`src/rtl/keypad_pkg.sv`:
```
// Shared types and constants for the 4x4 keypad scanner: FSM states, the key
// legend lookup and the one-hot-low drive encoder.
package keypad_pkg;

   typedef enum logic [1:0] {
      StScan,
      StDebounce,
      StHold
   } state_e;

   // Indexed by {row, col}; legend of the Pmod KYPD.
   localparam logic [3:0] KEY_MAP [16] = '{
      4'h1, 4'h2, 4'h3, 4'hA,
      4'h4, 4'h5, 4'h6, 4'hB,
      4'h7, 4'h8, 4'h9, 4'hC,
      4'h0, 4'hF, 4'hE, 4'hD
   };

   function automatic logic [3:0] onehot_low(input logic [1:0] idx);
      logic [3:0] pat;
      pat = 4'b1111;
      pat[idx] = 1'b0;
      return pat;
   endfunction

endpackage

```
`src/rtl/sync_2ff.sv`:
```
// Two-flop synchronizer for asynchronous level inputs; resets to all-ones so
// idle pulled-up lines read as released.
module sync_2ff #(
   parameter int unsigned WIDTH = 4
) (
   input  logic             clk,
   input  logic             clr,
   input  logic [WIDTH-1:0] d,
   output logic [WIDTH-1:0] q
);

   logic [WIDTH-1:0] meta_q;
   logic [WIDTH-1:0] sync_q;

   always_ff @(posedge clk or posedge clr) begin
      if (clr) begin
         meta_q <= '1;
         sync_q <= '1;
      end else begin
         meta_q <= d;
         sync_q <= meta_q;
      end
   end

   assign q = sync_q;

endmodule

```
`src/rtl/keypad_scanner.sv`:
```
// 4x4 matrix keypad scanner: rotates an active-low column drive, debounces a
// single pressed key and shifts accepted hex codes into a 4-digit register.
module keypad_scanner
   import keypad_pkg::*;
#(
   parameter int unsigned COL_DWELL    = 100000,
   parameter int unsigned DEBOUNCE_CYC = 2000000
) (
   input  logic        clk,
   input  logic        clr,
   input  logic [3:0]  row,
   output logic [3:0]  col,
   output logic [3:0]  key_code,
   output logic        key_valid,
   output logic [15:0] digits
);

   localparam int unsigned CntMax = (COL_DWELL > DEBOUNCE_CYC) ? COL_DWELL : DEBOUNCE_CYC;
   localparam int unsigned CntW   = $clog2(CntMax);

   localparam logic [CntW-1:0] DwellLast = CntW'(COL_DWELL - 1);
   localparam logic [CntW-1:0] DebLast   = CntW'(DEBOUNCE_CYC - 1);
   localparam logic [CntW-1:0] CntOne    = CntW'(1);

   logic [3:0]      rs;
   state_e          state_q, state_d;
   logic [1:0]      col_idx_q, col_idx_d;
   logic [CntW-1:0] cnt_q, cnt_d;
   logic [1:0]      cand_row_q, cand_row_d;
   logic [3:0]      col_q;
   logic [3:0]      key_code_q, key_code_d;
   logic            key_valid_q, key_valid_d;
   logic [15:0]     digits_q, digits_d;
   logic            single_low;
   logic [1:0]      low_idx;
   logic [3:0]      new_code;

   sync_2ff #(
      .WIDTH(4)
   ) u_row_sync (
      .clk(clk),
      .clr(clr),
      .d  (row),
      .q  (rs)
   );

   // Exactly one row low; anything else is idle or a ghosting multi-press.
   always_comb begin
      single_low = 1'b1;
      low_idx    = 2'd0;
      unique case (rs)
         4'b1110: low_idx = 2'd0;
         4'b1101: low_idx = 2'd1;
         4'b1011: low_idx = 2'd2;
         4'b0111: low_idx = 2'd3;
         default: single_low = 1'b0;
      endcase
   end

   assign new_code = KEY_MAP[{cand_row_q, col_idx_q}];

   always_comb begin
      state_d     = state_q;
      col_idx_d   = col_idx_q;
      cnt_d       = cnt_q;
      cand_row_d  = cand_row_q;
      key_code_d  = key_code_q;
      key_valid_d = 1'b0;
      digits_d    = digits_q;

      unique case (state_q)
         StScan: begin
            if (cnt_q == DwellLast) begin
               cnt_d = '0;
               if (single_low) begin
                  cand_row_d = low_idx;
                  state_d    = StDebounce;
               end else begin
                  col_idx_d = col_idx_q + 2'd1;
               end
            end else begin
               cnt_d = cnt_q + CntOne;
            end
         end

         StDebounce: begin
            if (rs == onehot_low(cand_row_q)) begin
               if (cnt_q == DebLast) begin
                  key_valid_d = 1'b1;
                  key_code_d  = new_code;
                  digits_d    = {digits_q[11:0], new_code};
                  cnt_d       = '0;
                  state_d     = StHold;
               end else begin
                  cnt_d = cnt_q + CntOne;
               end
            end else begin
               cnt_d     = '0;
               col_idx_d = col_idx_q + 2'd1;
               state_d   = StScan;
            end
         end

         StHold: begin
            // Wait for a debounced release so a held key never repeats.
            if (rs == 4'b1111) begin
               if (cnt_q == DebLast) begin
                  cnt_d     = '0;
                  col_idx_d = col_idx_q + 2'd1;
                  state_d   = StScan;
               end else begin
                  cnt_d = cnt_q + CntOne;
               end
            end else begin
               cnt_d = '0;
            end
         end

         default: begin
            cnt_d   = '0;
            state_d = StScan;
         end
      endcase
   end

   always_ff @(posedge clk or posedge clr) begin
      if (clr) begin
         state_q     <= StScan;
         col_idx_q   <= 2'd0;
         cnt_q       <= '0;
         cand_row_q  <= 2'd0;
         col_q       <= 4'b1110;
         key_code_q  <= 4'h0;
         key_valid_q <= 1'b0;
         digits_q    <= 16'h0000;
      end else begin
         state_q     <= state_d;
         col_idx_q   <= col_idx_d;
         cnt_q       <= cnt_d;
         cand_row_q  <= cand_row_d;
         col_q       <= onehot_low(col_idx_d);
         key_code_q  <= key_code_d;
         key_valid_q <= key_valid_d;
         digits_q    <= digits_d;
      end
   end

   assign col       = col_q;
   assign key_code  = key_code_q;
   assign key_valid = key_valid_q;
   assign digits    = digits_q;

endmodule

```
`config.mk`:
```
export PLATFORM = sky130hd
export DESIGN_NAME = keypad_scanner
export DESIGN_NICKNAME = d
export VERILOG_FILES = /design/src/rtl/keypad_pkg.sv /design/src/rtl/sync_2ff.sv /design/src/rtl/keypad_scanner.sv
export SDC_FILE = /design/constraint.sdc
export NUM_CORES = 1
export LEC_CHECK = 0
export CAP_MARGIN = 20
export CORE_MARGIN = 1.5
export CORE_UTILIZATION = 45
export CTS_CLUSTER_DIAMETER = 50
export DETAILED_ROUTE_END_ITERATION = 10
export PLACE_DENSITY = 0.76
export SYNTH_ARGS = -nofsm -noshare
export SYNTH_HDL_FRONTEND = slang
export SYNTH_HIERARCHICAL = 1
export SYNTH_SLANG_ARGS = --single-unit
```
`constraint.sdc`:
```
create_clock -name clk -period 3.7 [get_ports clk]
set_clock_uncertainty 0.2 [all_clocks]
set_input_delay 0.74 -clock clk [delete_from_list [all_inputs] [get_ports clk]]
set_output_delay 0.74 -clock clk [all_outputs]
set_load 0.1 [all_outputs]
```
==> metrics.md <==
| Metric | Value |
|---|---|
| Combinational fraction of design power | `around 2.8%` |
| Average routed wire per standard cell | `roughly 13 um` |
| Synth async-reset ratio | `100.0%` |
| Crit path time final | `between 2 and 3 ns` |
| RSZ-0062 raised after global routing | `no` |
| Initial antenna violation count | `0` |
| Most frequent cells in the layout | `45 x dfrtp_1, 29 x nor2_1, 25 x clkdlybuf4s50_1, 15 x nand2_1, 15 x mux2_2` |
| Overall Global Routing Usage | `between 10% and 20%` |
| Simple-gate area share of the yosys netlist | `between 20% and 30%` |
| Largest net degree at the start of global routing | `a little under 50` |
| # IOs | `31` |
| Synth Area in Adders | `1.758%` |
| Nets | `~290` |
| # DRC | `0` |
| Tightest Pin Transition | `between 0.9 and 1 ns` |
| Clock root cell | `clkbuf_8` |
| Worst-Skew Late Latency | `a little over 0.3 ns` |
| Final setup fails | `0` |
| CP peak stage delay | `approximately 1.2 ns` |
| Worst hold path type | `reg -> reg` |
| Element type at the critical path start | `flip-flop` |
| Synth Cell Area | `0.002846 sq mm` |
| Cell Pwr Density | `~310 mW/mm^2` |
| Post-synth cell types | `50` |
| CP Capture Type | `output port` |
| WP data arrival | `between 1.5 and 2 ns` |
| Die Height | `around 83 um` |
| GPL Wtd Cong | `0.8729` |
| Slowest-stage cell, CP | `clkdlybuf4s50_1` |
| Worst VDD drop | `0.1756 mV` |
| Hold violation total from the final report | `0` |
| DRT iter0 DRCs | `100` |
| Max Fanout on Critical Path | `4` |
| 1st-pass router iterations | `4` |
| Synth area leaders | `dfrtp_1 40%, dfstp_2 10%, mux2_2 5.9%, xor2_1 4.3%, nor2_1 3.8%` |
| Multi-input gate area | `roughly 0.0013 sq mm` |
| Fmax | `between 300 and 400 MHz` |
| Starting Density | `47.24%` |
| GR Overflow Total | `0` |
| Clk sink count | `56` |
| Cts bufs inserted | `5` |
| Final wirelength | `4650 um` |
| Hold Slack | `between 0.15 and 0.2 ns` |
| Global-route wire length before repair | `slightly above 8000 um` |
| Via density per instance | `5.373` |
| Std-Cell Rows | `28` |
| #FFs+latches synth | `56` |
| # hold bufs at CTS | `0` |
| Final Util | `a little over half` |
| Diodes inserted | `0` |
| EDFF count, synth | `0` |
| Clk pwr share | `about a third` |
| Post-CTS sizing | `0` |
| Reg area | `roughly 0.0014 sq mm` |
| Htree depth | `2` |
| Mean post-synth cell area | `between 10 and 15 sq um` |
| Switching portion of total power | `between 20% and 30%` |
| CORE AREA | `0.006026 sq mm` |
| Seq pwr share | `62.1%` |
| Worst R2R Path Depth | `5` |
| Worst-path cell chain | `clkdlybuf4s50_1` |
| CTS tree | `yes` |
| Die Area | `0.006812 sq mm` |
| Yosys top cell area share | `~40%` |
| Worst path top cell family by delay | `buffers and inverters` |
| Via count | `about 1900` |
| Ratio of cells with drive above 1 in the final layout | `20.43%` |
| Largest family of logic cells by synthesized area | `simple AND/OR/NAND/NOR gates` |
| Leakage | `~1.4 nW` |
| Area grow syn2layout | `13.36%` |
| Post-route ant nets | `0` |
| Clock Tree Buf Depth | `2` |
| Vias in the first global route | `1835` |
| Die width | `approximately 83 um` |
| Proportion of synthesized area in mux cells | `10.24%` |
| HPWL after detailed placement | `3275 um` |
| Internal cell power | `about 800 uW` |
| Required time worst endpoint | `approximately 2.8 ns` |
| Largest area contributor in the netlist | `dfrtp_1` |
| Yosys Warn Count | `6` |
| Synth Area in Compound Gates | `between 4 and 5%` |
| Seq/Total Area, Yosys | `between 40% and 50%` |
| Worst path bufs/invs | `1` |
| Kind of critical path | `reg -> out` |
| Post-CTS Setup Repair Bufs | `0` |
| Post-Synth XOR/XNOR Area | `~7%` |
| Net Switching | `220.1 uW` |
| Clk slew on worst S/H paths | `0.10 ns` |
| Pins over their slew limit | `0` |
| Setup TNS | `0 ns` |
| Fill count | `roughly 550` |
| Port Buffer Count | `30` |
| Post-synth net total | `~270` |
| Cells after Synth | `between 200 and 300` |
| Slew HR | `a little over a third` |
| Final Cycle Share | `around 76%` |
| Worst path depth | `1` |
| Outcome | `complete, no violations` |
| WHS Path Cells | `0` |
| Top FF cell, synth | `dfrtp_1` |
| Max-cap viol count | `0` |
| Commonest non-fill, non-tap cell in the layout | `dfrtp_1` |
-- worst reg2reg max path, stage by stage, from the launching register on --
cell and delay (ns):
dfstp_2 0.63, and3b_1 0.20, o2111ai_1 0.28, a21oi_1 0.16
nand2b_1 0.62, mux2_2 0.42
-- logic make-up (layout without fill, tap and decap cells) --
| family | after synthesis | after routing |
|---|---|---|
| simple gates | 102 | 102 |
| flops | 56 | 56 |
| buf+inv | 28 | 50 |
| mux | 24 | 24 |
| xor+xnor | 23 | 23 |
| compound gates | 20 | 20 |
| fa+ha+maj | 4 | 4 |
-- Yosys cell counts, types with 2 or more instances --
master	n
nor2b_1	2
nand2_1	15
a31oi_1	2
nand2b_1	3
dfstp_2	11
buf_6	5
mux2_2	15
nand3b_1	3
nor4b_1	2
inv_1	10
dfrtp_1	45
xor2_1	14
o21ai_0	3
nand4_1	11
buf_4	5
buf_2	5
ha_1	4
nor3b_1	4
nor4bb_1	2
and4_1	2
or2_2	2
nor4_1	3
mux2_4	4
nor3_1	5
nor2_1	29
nand3_1	8
clkbuf_1	2
xnor2_1	9
a21oi_1	8
mux2i_1	4
-- routing by layer --
layer	global-route usage [%]	wire [um]
met5	0	0
met4	7.167	81
met3	3.297	194
met2	25.37	2250
met1	19.80	2124
-- registers in the layout, indices dropped and copies added, names as in the netlist --
signal	cells
state_q	2
col_idx_q	2
key_code	3
u_row_sync/q	4
cnt_q	21
digits	13
col	4
u_row_sync/meta_q	4
key_valid	1
cand_row_q	2
-- path summary, 6_finish.rpt --
kind,from,endpoint,slack (ns)
worst max-delay path,key_code[2]$_DFFE_PP0P_,digits[2],0.89
worst min-delay path,u_row_sync/meta_q[2]$_DFF_PP1_,u_row_sync/q[2]$_DFF_PP1_,0.16
worst max register to register,u_row_sync/q[3]$_DFF_PP1_,digits[13]$_DFFE_PP0P_,1.09
worst min register to register,u_row_sync/meta_q[2]$_DFF_PP1_,u_row_sync/q[2]$_DFF_PP1_,0.16
max in group asynchronous,clr,col[1]$_DFF_PP1_,2.27
min in group asynchronous,clr,cnt_q[13]$_DFF_PP0_,0.49
-- power by group through the flow --
stage | Combinational [mW] | Clock, mW | Sequential (mW)
after floorplan | 0.0223 | 0 | 0.632
after global placement | 0.0260 | 0 | 0.637
after detailed placement | 0.0265 | 0 | 0.638
after CTS | 0.0265 | 0.367 | 0.626
after global routing | 0.0322 | 0.390 | 0.627
final | 0.0279 | 0.354 | 0.626
-- through the flow --
step	setup WS [ns]	total power, mW	cell area, sq um	cells
after floorplan	1.268	0.6544	2846	257
after global placement	1.159	0.6632	3105	345
after detailed placement	1.112	0.6641	3105	345
after CTS	0.8631	1.020	3207	353
after global routing	0.7926	1.049	3227	354
final	0.8912	1.008	3227	354
-- area by class of cell --
cell class,instances,area share (%)
multi-input combinational,173,39.16
clock inverter,2,0.5816
timing repair buffer,32,9.771
sequential,56,43.85
inverter,10,1.163
tap,75,2.908
clock buffer,6,2.559
Power figures use the tool's default switching activity.
